## src/rtl/pe_macc_stream.sv

```systemverilog
// pe_macc_stream
// Pipelined signed multiply-accumulate processing element with run framing.
// Operand pairs (a, b) come in over a valid/ready handshake. A run of pairs
// that ends with in_last forms one dot product. The run can be seeded with
// psum_in. Each result leaves over a valid/ready handshake as the full-width
// sum plus a shifted, saturated narrow copy.
//
// Ports
//   clk, rst_n           clock, asynchronous active-low reset
//   in_valid / in_ready  input handshake for one operand pair
//   a, b                 signed operands (DATA_W)
//   in_last              pair closes the current run
//   psum_sel, psum_in    seed choice and seed value, sampled with the first pair
//   out_valid / out_ready output handshake
//   out_acc              full accumulated result (ACC_W)
//   out_sat, out_ovf     saturate(out_acc >>> SHIFT) and its overflow flag
//   out_cnt              pair count of the run, saturating at all-ones
module pe_macc_stream #(
  parameter int DATA_W = 16,
  parameter int ACC_W  = 40,
  parameter int OUT_W  = 16,
  parameter int SHIFT  = 0,
  parameter int CNT_W  = 8
) (
  input  logic              clk,
  input  logic              rst_n,
  input  logic              in_valid,
  output logic              in_ready,
  input  logic [DATA_W-1:0] a,
  input  logic [DATA_W-1:0] b,
  input  logic              in_last,
  input  logic              psum_sel,
  input  logic [ACC_W-1:0]  psum_in,
  output logic              out_valid,
  input  logic              out_ready,
  output logic [ACC_W-1:0]  out_acc,
  output logic [OUT_W-1:0]  out_sat,
  output logic              out_ovf,
  output logic [CNT_W-1:0]  out_cnt
);

  localparam int H  = DATA_W / 2;
  localparam int PW = 2 * DATA_W;

  // ---------------------------------------------------------------------------
  // Handshake / control
  // ---------------------------------------------------------------------------
  logic en;
  logic accept;
  logic skip;
  logic first;

  // The whole pipe advances only while no result is stuck at the output.
  assign en       = !out_valid || out_ready;
  assign in_ready = en;
  assign accept   = in_valid && en;
  assign skip     = (a == '0) || (b == '0);

  // first marks the next accepted pair as the start of a run.
  always_ff @(posedge clk or negedge rst_n) begin
    if (!rst_n) begin
      first <= 1'b1;
    end else if (accept) begin
      first <= in_last;
    end
  end

  // ---------------------------------------------------------------------------
  // Operand split into signed high halves and unsigned low halves, each
  // extended to the product width so that all partial products share a width.
  // ---------------------------------------------------------------------------
  logic signed [PW-1:0] a_lo, a_hi, b_lo, b_hi;

  always_comb begin
    a_lo           = '0;
    b_lo           = '0;
    a_lo[H-1:0]    = a[H-1:0];
    b_lo[H-1:0]    = b[H-1:0];
    a_hi           = PW'($signed(a[DATA_W-1:H]));
    b_hi           = PW'($signed(b[DATA_W-1:H]));
  end

  // ---------------------------------------------------------------------------
  // Stage 1: partial products and run tags
  // ---------------------------------------------------------------------------
  logic signed [PW-1:0]    s1_pp_ll, s1_pp_lh, s1_pp_hl, s1_pp_hh;
  logic                    s1_valid, s1_last, s1_first, s1_skip;
  logic signed [ACC_W-1:0] s1_seed;

  always_ff @(posedge clk or negedge rst_n) begin
    if (!rst_n) begin
      s1_valid <= 1'b0;
      s1_last  <= 1'b0;
      s1_first <= 1'b0;
      s1_skip  <= 1'b0;
      s1_seed  <= '0;
      s1_pp_ll <= '0;
      s1_pp_lh <= '0;
      s1_pp_hl <= '0;
      s1_pp_hh <= '0;
    end else if (en) begin
      s1_valid <= accept;
      if (accept) begin
        s1_last  <= in_last;
        s1_first <= first;
        s1_skip  <= skip;
        s1_seed  <= (first && psum_sel) ? $signed(psum_in) : '0;
        // Zero pairs leave the multiplier registers untouched.
        if (!skip) begin
          s1_pp_ll <= a_lo * b_lo;
          s1_pp_lh <= a_lo * b_hi;
          s1_pp_hl <= a_hi * b_lo;
          s1_pp_hh <= a_hi * b_hi;
        end
      end
    end
  end

  // ---------------------------------------------------------------------------
  // Stage 2: recombined full product, sign-extended to the accumulator width
  // ---------------------------------------------------------------------------
  logic signed [PW-1:0]    prod_c;
  logic signed [ACC_W-1:0] prod_ext;

  always_comb begin
    prod_c   = (s1_pp_hh <<< DATA_W) + ((s1_pp_hl + s1_pp_lh) <<< H) + s1_pp_ll;
    prod_ext = ACC_W'(prod_c);
  end

  logic                    s2_valid, s2_last, s2_first;
  logic signed [ACC_W-1:0] s2_seed;
  logic signed [ACC_W-1:0] s2_prod;

  always_ff @(posedge clk or negedge rst_n) begin
    if (!rst_n) begin
      s2_valid <= 1'b0;
      s2_last  <= 1'b0;
      s2_first <= 1'b0;
      s2_seed  <= '0;
      s2_prod  <= '0;
    end else if (en) begin
      s2_valid <= s1_valid;
      s2_last  <= s1_last;
      s2_first <= s1_first;
      s2_seed  <= s1_seed;
      // The stage-1 registers hold stale data for a skipped pair.
      s2_prod  <= s1_skip ? '0 : prod_ext;
    end
  end

  // ---------------------------------------------------------------------------
  // Accumulator, element counter and saturation
  // ---------------------------------------------------------------------------
  logic signed [ACC_W-1:0]   acc;
  logic [CNT_W-1:0]          cnt;
  logic signed [ACC_W-1:0]   acc_next;
  logic [CNT_W-1:0]          cnt_next;
  logic signed [ACC_W-1:0]   acc_sh;
  logic [ACC_W-OUT_W:0]      sh_hi;
  logic                      sat_ovf;
  logic [OUT_W-1:0]          sat_val;

  always_comb begin
    acc_next = (s2_first ? s2_seed : acc) + s2_prod;

    if (s2_first) begin
      cnt_next = CNT_W'(1);
    end else if (&cnt) begin
      cnt_next = cnt;
    end else begin
      cnt_next = cnt + CNT_W'(1);
    end

    // The value fits in OUT_W exactly when every bit from the OUT_W sign
    // position upward matches the sign bit.
    acc_sh  = acc_next >>> SHIFT;
    sh_hi   = acc_sh[ACC_W-1:OUT_W-1];
    sat_ovf = !((&sh_hi) || (~|sh_hi));
    if (!sat_ovf) begin
      sat_val = acc_sh[OUT_W-1:0];
    end else if (acc_sh[ACC_W-1]) begin
      sat_val = {1'b1, {(OUT_W-1){1'b0}}};
    end else begin
      sat_val = {1'b0, {(OUT_W-1){1'b1}}};
    end
  end

  always_ff @(posedge clk or negedge rst_n) begin
    if (!rst_n) begin
      acc <= '0;
      cnt <= '0;
    end else if (en && s2_valid) begin
      acc <= acc_next;
      cnt <= cnt_next;
    end
  end

  // ---------------------------------------------------------------------------
  // Output register
  // ---------------------------------------------------------------------------
  always_ff @(posedge clk or negedge rst_n) begin
    if (!rst_n) begin
      out_valid <= 1'b0;
      out_acc   <= '0;
      out_sat   <= '0;
      out_ovf   <= 1'b0;
      out_cnt   <= '0;
    end else if (en) begin
      if (s2_valid && s2_last) begin
        out_valid <= 1'b1;
        out_acc   <= acc_next;
        out_sat   <= sat_val;
        out_ovf   <= sat_ovf;
        out_cnt   <= cnt_next;
      end else begin
        // en here means the held result was consumed or none was held.
        out_valid <= 1'b0;
      end
    end
  end

endmodule
```

## config.mk

```make
export PLATFORM = sky130hd
export DESIGN_NAME = pe_macc_stream
export DESIGN_NICKNAME = d
export VERILOG_FILES = /design/src/rtl/pe_macc_stream.sv
export SDC_FILE = /design/constraint.sdc
export NUM_CORES = 1
export LEC_CHECK = 0
export CORE_ASPECT_RATIO = 0.75
export CORE_MARGIN = 5
export CORE_UTILIZATION = 63
export CTS_BUF_LIST = sky130_fd_sc_hd__clkbuf_4
export CTS_CLUSTER_SIZE = 10
export DETAILED_ROUTE_END_ITERATION = 12
export PLACE_DENSITY = 0.83
export SYNTH_ARGS = -nofsm -noshare
export SYNTH_HDL_FRONTEND = slang
export SYNTH_SLANG_ARGS = --single-unit
```

## constraint.sdc

```tcl
create_clock -name clk -period 6.5 [get_ports clk]
set_input_delay 1.3 -clock clk [delete_from_list [all_inputs] [get_ports clk]]
set_output_delay 1.3 -clock clk [all_outputs]
set_load 0.005 [all_outputs]
```

==> flow_summary.ini <==
[logic_synthesis]
synth_area_leaders = dfrtp_1 (29%), fa_1 (13%), ha_1 (11%)
synth_top_area_cell = dfrtp_1
yosysSeqAreaShare_pct = 29.33
ys_ff_latch = 300
syn_nets = 3410
synth_cell_types = 75
syn_area_um2 = 25600
synth_warnings = 0
synthArstFlopShare_pct = 100.0
synth_edf_count = 0
synthCells = 2932
synth_flop_cell = dfrtp_1
synth_top_area_share_pct = 29.23
avgSynthCellArea_um2 = 8.731

[global_route]
grt_pass1_wl_mm = 113.9
overflow = 0
grt_pass1_vias = 21347
grt_max_degree = 147
grt.total_usage_pct = 31.44
antenna_found_initial = 4

[placement]
place_ws_ns = -0.1776
dp.final_hpwl_mm = 54.94
gp_congestion = 0.9815
portBuffers = 144

[routing]
avgViaCountPerCell = 5.886
ant_nets = 0
wirelength_mm = 70.19
vias = 21637
drc_errors = 0
dr.pass1.iters = 5
wl_per_cell_um = 19.09
first_iter_violations = 1877

[critical_path]
path_depth = 22
worst_setup_path_start_kind = primary input
critPathCaptureType = register
critPathMaxFanout = 11
arrival_ns = 6.57
r2r_setup_slack_ns = 0.88
cp.required_ns = 7.08
path_class = in2reg
critical_path.top_delay_family = adder cells
ff2ff_path_depth = 14
crit_buf_inv = 6
cpPeakStageDelay_ns = 0.72
cpMaxStageDelayCell = clkdlybuf4s50_1
cp_cell_sequence = clkdlybuf4s50_1, buf_4, and2_1, ha_1, inv_1, fa_1, inv_1, ha_1, inv_1, fa_1, inv_1, ha_1, a21o_1, a21oi_1, o21ai_0, a21oi_1, o21ai_0, a21oi_1, o21ai_0, o41ai_1, xor2_1, o21ai_0

[die]
dieArea_um2 = 44810
start_util_pct = 63.30
die_h_um = 184.6
die_x_um = 242.8
rows = 64
coreArea_um2 = 40440
io-pin-count = 145

[timing]
holdWs_ns = 0.4681
slew_headroom_pct = 10.64
tightest_slew_ns = 1.336
rsz0062_at_grt = no
timing.fmax_mhz = 166.9
layout_min_cycle_time_ns = 5.992
finClkSkew_ns = 0.04466
layout_setup_ws_ns = 0.5075
drv_slew = 0
finalSetupTns_ns = 0
finalHoldViolations = 0
min_period_over_period_pct = 92.19
setup_viol = 0

[clocking]
cts-resized-gates = 0
cts.sinks = 300
clk_pin_slew_worst_paths_ns = 0.07
clock_path_buffers = 3
htreeDepth = 3
clock_latency_ns = 0.76
cts_root_buf = clkbuf_4
cts_tree = done
post_cts_buffers = 0
hold_buffers = 0
cts_buffers = 69

[power_and_ir_drop]
p_leak_nw = 14.34
p_per_area_nw_per_um2 = 485.5
vdd_drop_max_mv = 0.2764
total_power_w = 0.01397

[cells_and_area]
final_nets = 3578
post-route-util_pct = 71.18
fill_cells = 3199
drive_above_1_share_pct = 8.837
final_cell_mix = nand2_1 (596), dfrtp_1 (298), inv_1 (283)
syn_to_final_growth_pct = 12.44
final_common_cell = nand2_1

[hold_path]
hold_depth = 2
hold_class = reg2reg

[run_status]
status = complete, no violations

[job]
drv_cap = 0
[worst reg2reg max path, delay by kind of cell, from the launching register on]
kind            cells  cell delay (ns)
mux                 1             0.44
simple gates        5             1.77
compound gates      5             1.33
buf+inv             1             0.28
fa+ha+maj           2             0.63
flops               1             1.04
[state kept, by name (all words and copies together) (netlist names), 17 cells and up]
name,cells
acc,40
out_acc,40
s1_seed,40
s2_seed,40
s2_prod,32
s1_pp_hl,17
s1_pp_lh,17
[path summary, 6_finish.rpt]
kind,from,end
max,b[4],s1_pp_hl[15]
min,s1_seed[17],s2_seed[17]
max reg2reg,s2_first,out_ovf
min reg2reg,s1_seed[17],s2_seed[17]
max in group asynchronous,rst_n,out_acc[25]
min in group asynchronous,rst_n,cnt[5]
[cell usage after synthesis, drive strengths merged (8+ instances only)]
library cell	number
nor4	19
a21oi	79
nand2b	18
nor2	90
xnor2	54
a311oi	9
and2	198
buf	15
o41ai	8
a31oi	21
mux2	40
ha	232
a21o	45
o211ai	9
xor2	47
fa	168
nor3	45
or2	9
and3	20
o21bai	22
nor2b	10
or3	24
inv	284
o21a	16
a22o	15
o21ai	229
nand3	24
o31ai	28
nand3b	10
nand2	599
o221ai	16
a21boi	12
clkbuf	121
dfrtp	299
nand4	26
[cell families (layout without fill, tap and decap cells)]
| group | after synthesis | count (layout) | share of synthesized area [%] |
|---|---|---|---|
| xor+xnor | 101 | 101 | 3.455 |
| other cells | 0 | 2 | 0 |
| buf+inv | 420 | 634 | 6.251 |
| fa+ha+maj | 400 | 400 | 24.48 |
| compound gates | 558 | 558 | 14.16 |
| simple gates | 1106 | 1106 | 20.29 |
| flops | 300 | 300 | 29.33 |
| mux | 47 | 47 | 2.033 |
[report_power, final]
group | total [W] | switching (W) | internal [W]
clock network | 0.00153 | 0.000784 | 0.000747
registers | 0.00314 | 0.000579 | 0.00256
logic | 0.00930 | 0.00547 | 0.00383
[final cells by class]
type	count	area, um^2	area share, %
antenna	2	5.005	0.01739
clock buffer	100	750.7	2.608
clock inverter	17	102.6	0.3564
inverter	284	1066	3.704
multi-input combinational	2212	16510	57.37
sequential	300	7510	26.09
tap	528	660.6	2.295
timing repair buffer	233	2177	7.564
[through the flow]
stage | std cells | cell area, um^2
5_1_grt | 3676 | 28780
4_1_cts | 3674 | 28780
3_5_place_dp | 3557 | 27930
3_3_place_gp | 3557 | 27930
6_report | 3676 | 28780
2_1_floorplan | 2932 | 25600
[layer usage]
layer	vias to the layer above	global-route usage (%)	share of wire [%]
li1	10169	-	-
met1	10645	47.54	47
met2	728	46.19	43
met3	95	8.524	9.1
met4	0	5.808	1.4
met5	-	0	0
No activity file was read; power rests on OpenSTA's default activity.
==> RTL change 1: new RTL, same settings <==
Make the reset (`rst_n`) synchronous in 5 clocked blocks. Comments in the files are not updated.
--- a/src/rtl/pe_macc_stream.sv
+++ b/src/rtl/pe_macc_stream.sv
@@ -57,7 +57,7 @@
   assign skip     = (a == '0) || (b == '0);
 
   // first marks the next accepted pair as the start of a run.
-  always_ff @(posedge clk or negedge rst_n) begin
+  always_ff @(posedge clk) begin
     if (!rst_n) begin
       first <= 1'b1;
     end else if (accept) begin
@@ -87,7 +87,7 @@
   logic                    s1_valid, s1_last, s1_first, s1_skip;
   logic signed [ACC_W-1:0] s1_seed;
 
-  always_ff @(posedge clk or negedge rst_n) begin
+  always_ff @(posedge clk) begin
     if (!rst_n) begin
       s1_valid <= 1'b0;
       s1_last  <= 1'b0;
@@ -131,7 +131,7 @@
   logic signed [ACC_W-1:0] s2_seed;
   logic signed [ACC_W-1:0] s2_prod;
 
-  always_ff @(posedge clk or negedge rst_n) begin
+  always_ff @(posedge clk) begin
     if (!rst_n) begin
       s2_valid <= 1'b0;
       s2_last  <= 1'b0;
@@ -185,7 +185,7 @@
     end
   end
 
-  always_ff @(posedge clk or negedge rst_n) begin
+  always_ff @(posedge clk) begin
     if (!rst_n) begin
       acc <= '0;
       cnt <= '0;
@@ -198,7 +198,7 @@
   // ---------------------------------------------------------------------------
   // Output register
   // ---------------------------------------------------------------------------
-  always_ff @(posedge clk or negedge rst_n) begin
+  always_ff @(posedge clk) begin
     if (!rst_n) begin
       out_valid <= 1'b0;
       out_acc   <= '0;
Function: differs if rst_n is asserted again (counterexample within 4 cycles, from zero or initial values and one cycle with rst_n low); with rst_n held inactive, the same outputs for 4 cycles.
==> RTL change 1 against the unedited design <==
- cell count is 0.14% lower
- area after synthesis is 6.4% lower
- cell area is 5.6% lower
- sequential cell count stayed put
- largest cell class unchanged
- routed wire length is 8.8% lower
- setup slack worse by 0.20 ns
- critical path type is now reg -> reg
Power is not compared: it rests on default switching activity, and its combinational part moved more than twofold at a synthesized area within 25%.
==> RTL change 1: results <==
metrics = {
    "status": {
        "outcome": "completed",
    },
    "timing": {
        "clock_skew_ns": 0.0403,
        "worstMarginPinSlew_ns": 1.20,
    },
    "global_route": {
        "grt_pass1_wl_um": 106000,
        "globalRouteMet1Util_pct": 41.7,
        "grt_pass1_vias": 21500,
        "grt.total_usage_pct": 30.3,
        "grt_max_degree": 151,
        "use_met2_pct": 49.7,
        "antenna_found_initial": 5,
    },
    "route": {
        "wl_met2_um": 29400,
        "wl_um": 64000,
        "wl_per_cell_um": 17.4,
        "first_pass_iters": 6,
        "routed-wl-met3_um": 5010,
        "wl_met1_um": 28100,
        "drt-initial-drc-count": 1893,
    },
    "synth": {
        "synthTopCellsByArea": "dfxtp_1 (25%), fa_1 (14%), ha_1 (12%)",
        "synth_compound_area_share_pct": 14.5,
        "synth.top_cells.by_count": "nand2_1 (448), a21oi_1 (325), dfxtp_1 (300)",
        "synth-adder-area-share_pct": 26.1,
        "synthXorXnorAreaFrac_pct": 4.01,
        "syn_nets": 3426,
        "synth.distinct_cells": 79,
        "muxShareOfSynthArea_pct": 2.21,
        "synth-async-reset-ratio_pct": 0,
    },
    "setup_path": {
        "worstPathArrival_ns": 6.86,
        "critical-path-top-delay-family": "simple AND/OR/NAND/NOR gates",
        "crit_fanout": 28,
    },
    "final_layout": {
        "nets": 3589,
    },
    "placed_design": {
        "dpl_worst_slack_ns": -0.109,
        "place_congestion": 0.929,
    },
    "pwr": {
        "p_total_uw": 7700,
    },
}
[RTL change 1: cell count changes after synthesis, moves of 16 or more]
cell / delta
dfrtp_1: -299
o31ai_1: -24
nand2_1: -151
o21ai_0: -158
nor2_1: +102
a21o_1: -19
dfxtp_1: +300
nand3_1: +55
a211oi_1: +16
nand4_1: -17
a21oi_1: +246
[RTL change 1: final timing paths]
kind | start | endpoint | slack, ns | cells past startpoint
max | s2_first | out_sat[12] | 0.31 | 15
min | s2_seed[7] | s2_seed[7] | 0.45 | 2
max reg2reg | s2_first | out_sat[12] | 0.31 | 15
min reg2reg | s2_seed[7] | s2_seed[7] | 0.45 | 2
[RTL change 1: final cells by class]
type / count / area (um^2) / area share, %
multi-input combinational: 2199 / 16300 / 59.8
tap: 504 / 631 / 2.32
clock inverter: 18 / 95.1 / 0.350
antenna: 4 / 10.0 / 0.0368
clock buffer: 107 / 803 / 2.96
inverter: 299 / 1130 / 4.16
timing repair buffer: 240 / 2240 / 8.23
sequential: 300 / 6010 / 22.1
==> RTL change 2: new RTL, config.mk and constraints unchanged <==
Without the edit above. Set the parameter `ACC_W` to 60 (it was 40).
--- a/src/rtl/pe_macc_stream.sv
+++ b/src/rtl/pe_macc_stream.sv
@@ -17,7 +17,7 @@
 //   out_cnt              pair count of the run, saturating at all-ones
 module pe_macc_stream #(
   parameter int DATA_W = 16,
-  parameter int ACC_W  = 40,
+  parameter int ACC_W  = 60,
   parameter int OUT_W  = 16,
   parameter int SHIFT  = 0,
   parameter int CNT_W  = 8
Interface: changed (resized out_acc and psum_in); port bits go from 145 to 185. No check against the original RTL was run, so the function may have changed too.
==> RTL change 2 against the unedited design <==
- routed wire length grew 23%
- cell count rose by 17%
- fmax shrank 3.0%
- sequential cell count grew 80
- setup slack got worse by 0.19 ns
- area after synthesis up 15%
- synthesized cell count is 13% higher
- first-iteration DRC count increased by 15%
- power is 25% higher
- global-route usage increased by 1.8 points
- die area up 14%
- clock power is 35% higher
- cell area rose by 17%
- critical endpoint is now out_sat[2]
- largest cell class unchanged
- largest power group unchanged
==> RTL change 2: results <==
metrics = {
    "timing": {
        "clock_skew_ns": 0.0883,
        "final.min_clock_period_ns": 6.18,
        "hold-worst-slack_ns": 0.453,
    },
    "global_route": {
        "grt_pass1_wl_um": 136000,
        "grt.total_usage_pct": 33.2,
        "antenna_found_initial": 5,
    },
    "setup_path": {
        "rrSetupSlack_ns": 0.32,
        "worstPathArrival_ns": 6.85,
        "reg2reg_depth": 18,
        "crit_fanout": 34,
    },
    "final_layout": {
        "nFillCells": 3449,
        "multiInputGateArea_mm2": 0.0181,
        "drive_gt1_share_pct": 10.8,
    },
    "placed_design": {
        "dpl_worst_slack_ns": -0.149,
        "place_congestion": 0.984,
        "dpl.hpwl_um": 67100,
        "io_buffers": 184,
        "dp.cells": 4119,
        "placed_cell_area_mm2": 0.0326,
    },
    "clock_network": {
        "cts_buffers": 90,
        "clock_latency_ns": 0.84,
    },
    "synth": {
        "synthTopCellsByArea": "dfrtp_1 (32%), fa_1 (11%), ha_1 (11%)",
        "synth_seq_area_share_pct": 32.4,
        "synth.distinct_cells": 83,
        "synth.top_cells.by_count": "nand2_1 (707), dfrtp_1 (379), inv_1 (309)",
    },
    "route": {
        "routed-wl-met3_um": 8230,
        "dr.max_layer_used": "met5",
        "wl_per_cell_um": 20.1,
        "wl_met2_um": 36500,
        "first_pass_iters": 6,
    },
    "status": {
        "outcome": "completed",
    },
    "pwr": {
        "p_leak_uw": 0.0168,
        "peakVddDrop_mv": 0.280,
    },
}
## RTL change 2: final cells by class
cell class	instances	area share (%)
diodes	3	0.0222
clock buffers	126	2.80
clock inverters	38	0.774
inverters	311	3.45
multi-input cells	2467	53.5
flip-flops and latches	380	28.1
well taps	630	2.33
repair buffers	331	8.99
## RTL change 2: logic make-up (layout without fill, tap and decap cells)
family                     after synthesis  after routing  share of synthesized area [%]
muxes                                   83             83                           3.16
xor gates and xnor gates               135            135                           4.03
adders and majority gates              419            419                           22.1
other                                    0              3                              0
buffers and inverters                  472            806                           6.13
DFF                                    380            380                           32.4
and+or+nand+nor                       1185           1185                           18.4
AOI/OAI and AO/OA                      645            645                           13.8
## RTL change 2: worst max-delay path, stage by stage, from the launching register on
cell	delay, ns
dfrtp_4	0.77
buf_4	0.50
mux2_2	0.40
ha_1	0.38
a21oi_1	0.31
o21ai_0	0.22
nand2b_1	0.22
a31oi_1	0.17
a21oi_1	0.17
a41oi_1	0.53
o21ai_1	0.22
xnor2_1	0.43
and4_1	0.26
nand4_1	0.12
or4_1	0.58
nor3_2	0.20
nor3_2	0.06
buf_4	0.23
a221o_1	0.28
## RTL change 2: report_power, final
part           leakage [uW]  internal (uW)  switching [uW]  total [uW]
Sequential          0.00489           3240             629        3870
Combinational        0.0112           4820            6700       11500
Clock              0.000704           1030            1020        2060
Total                0.0168           9090            8350       17400
## RTL change 2: metal layers
metal,global-route usage (%),vias to the layer above
met3,8.26,131
li1,-,11600
met5,0,-
met1,51.1,12400
met4,6.57,4
met2,48.4,1004
## RTL change 2: timing repair
| action | CTS | global route |
|---|---|---|
| hold buffers | 0 | 0 |
| resized for setup | 0 | 2 |
| setup endpoints to repair | 0 | 16 |
| buffers inserted | 0 | 0 |
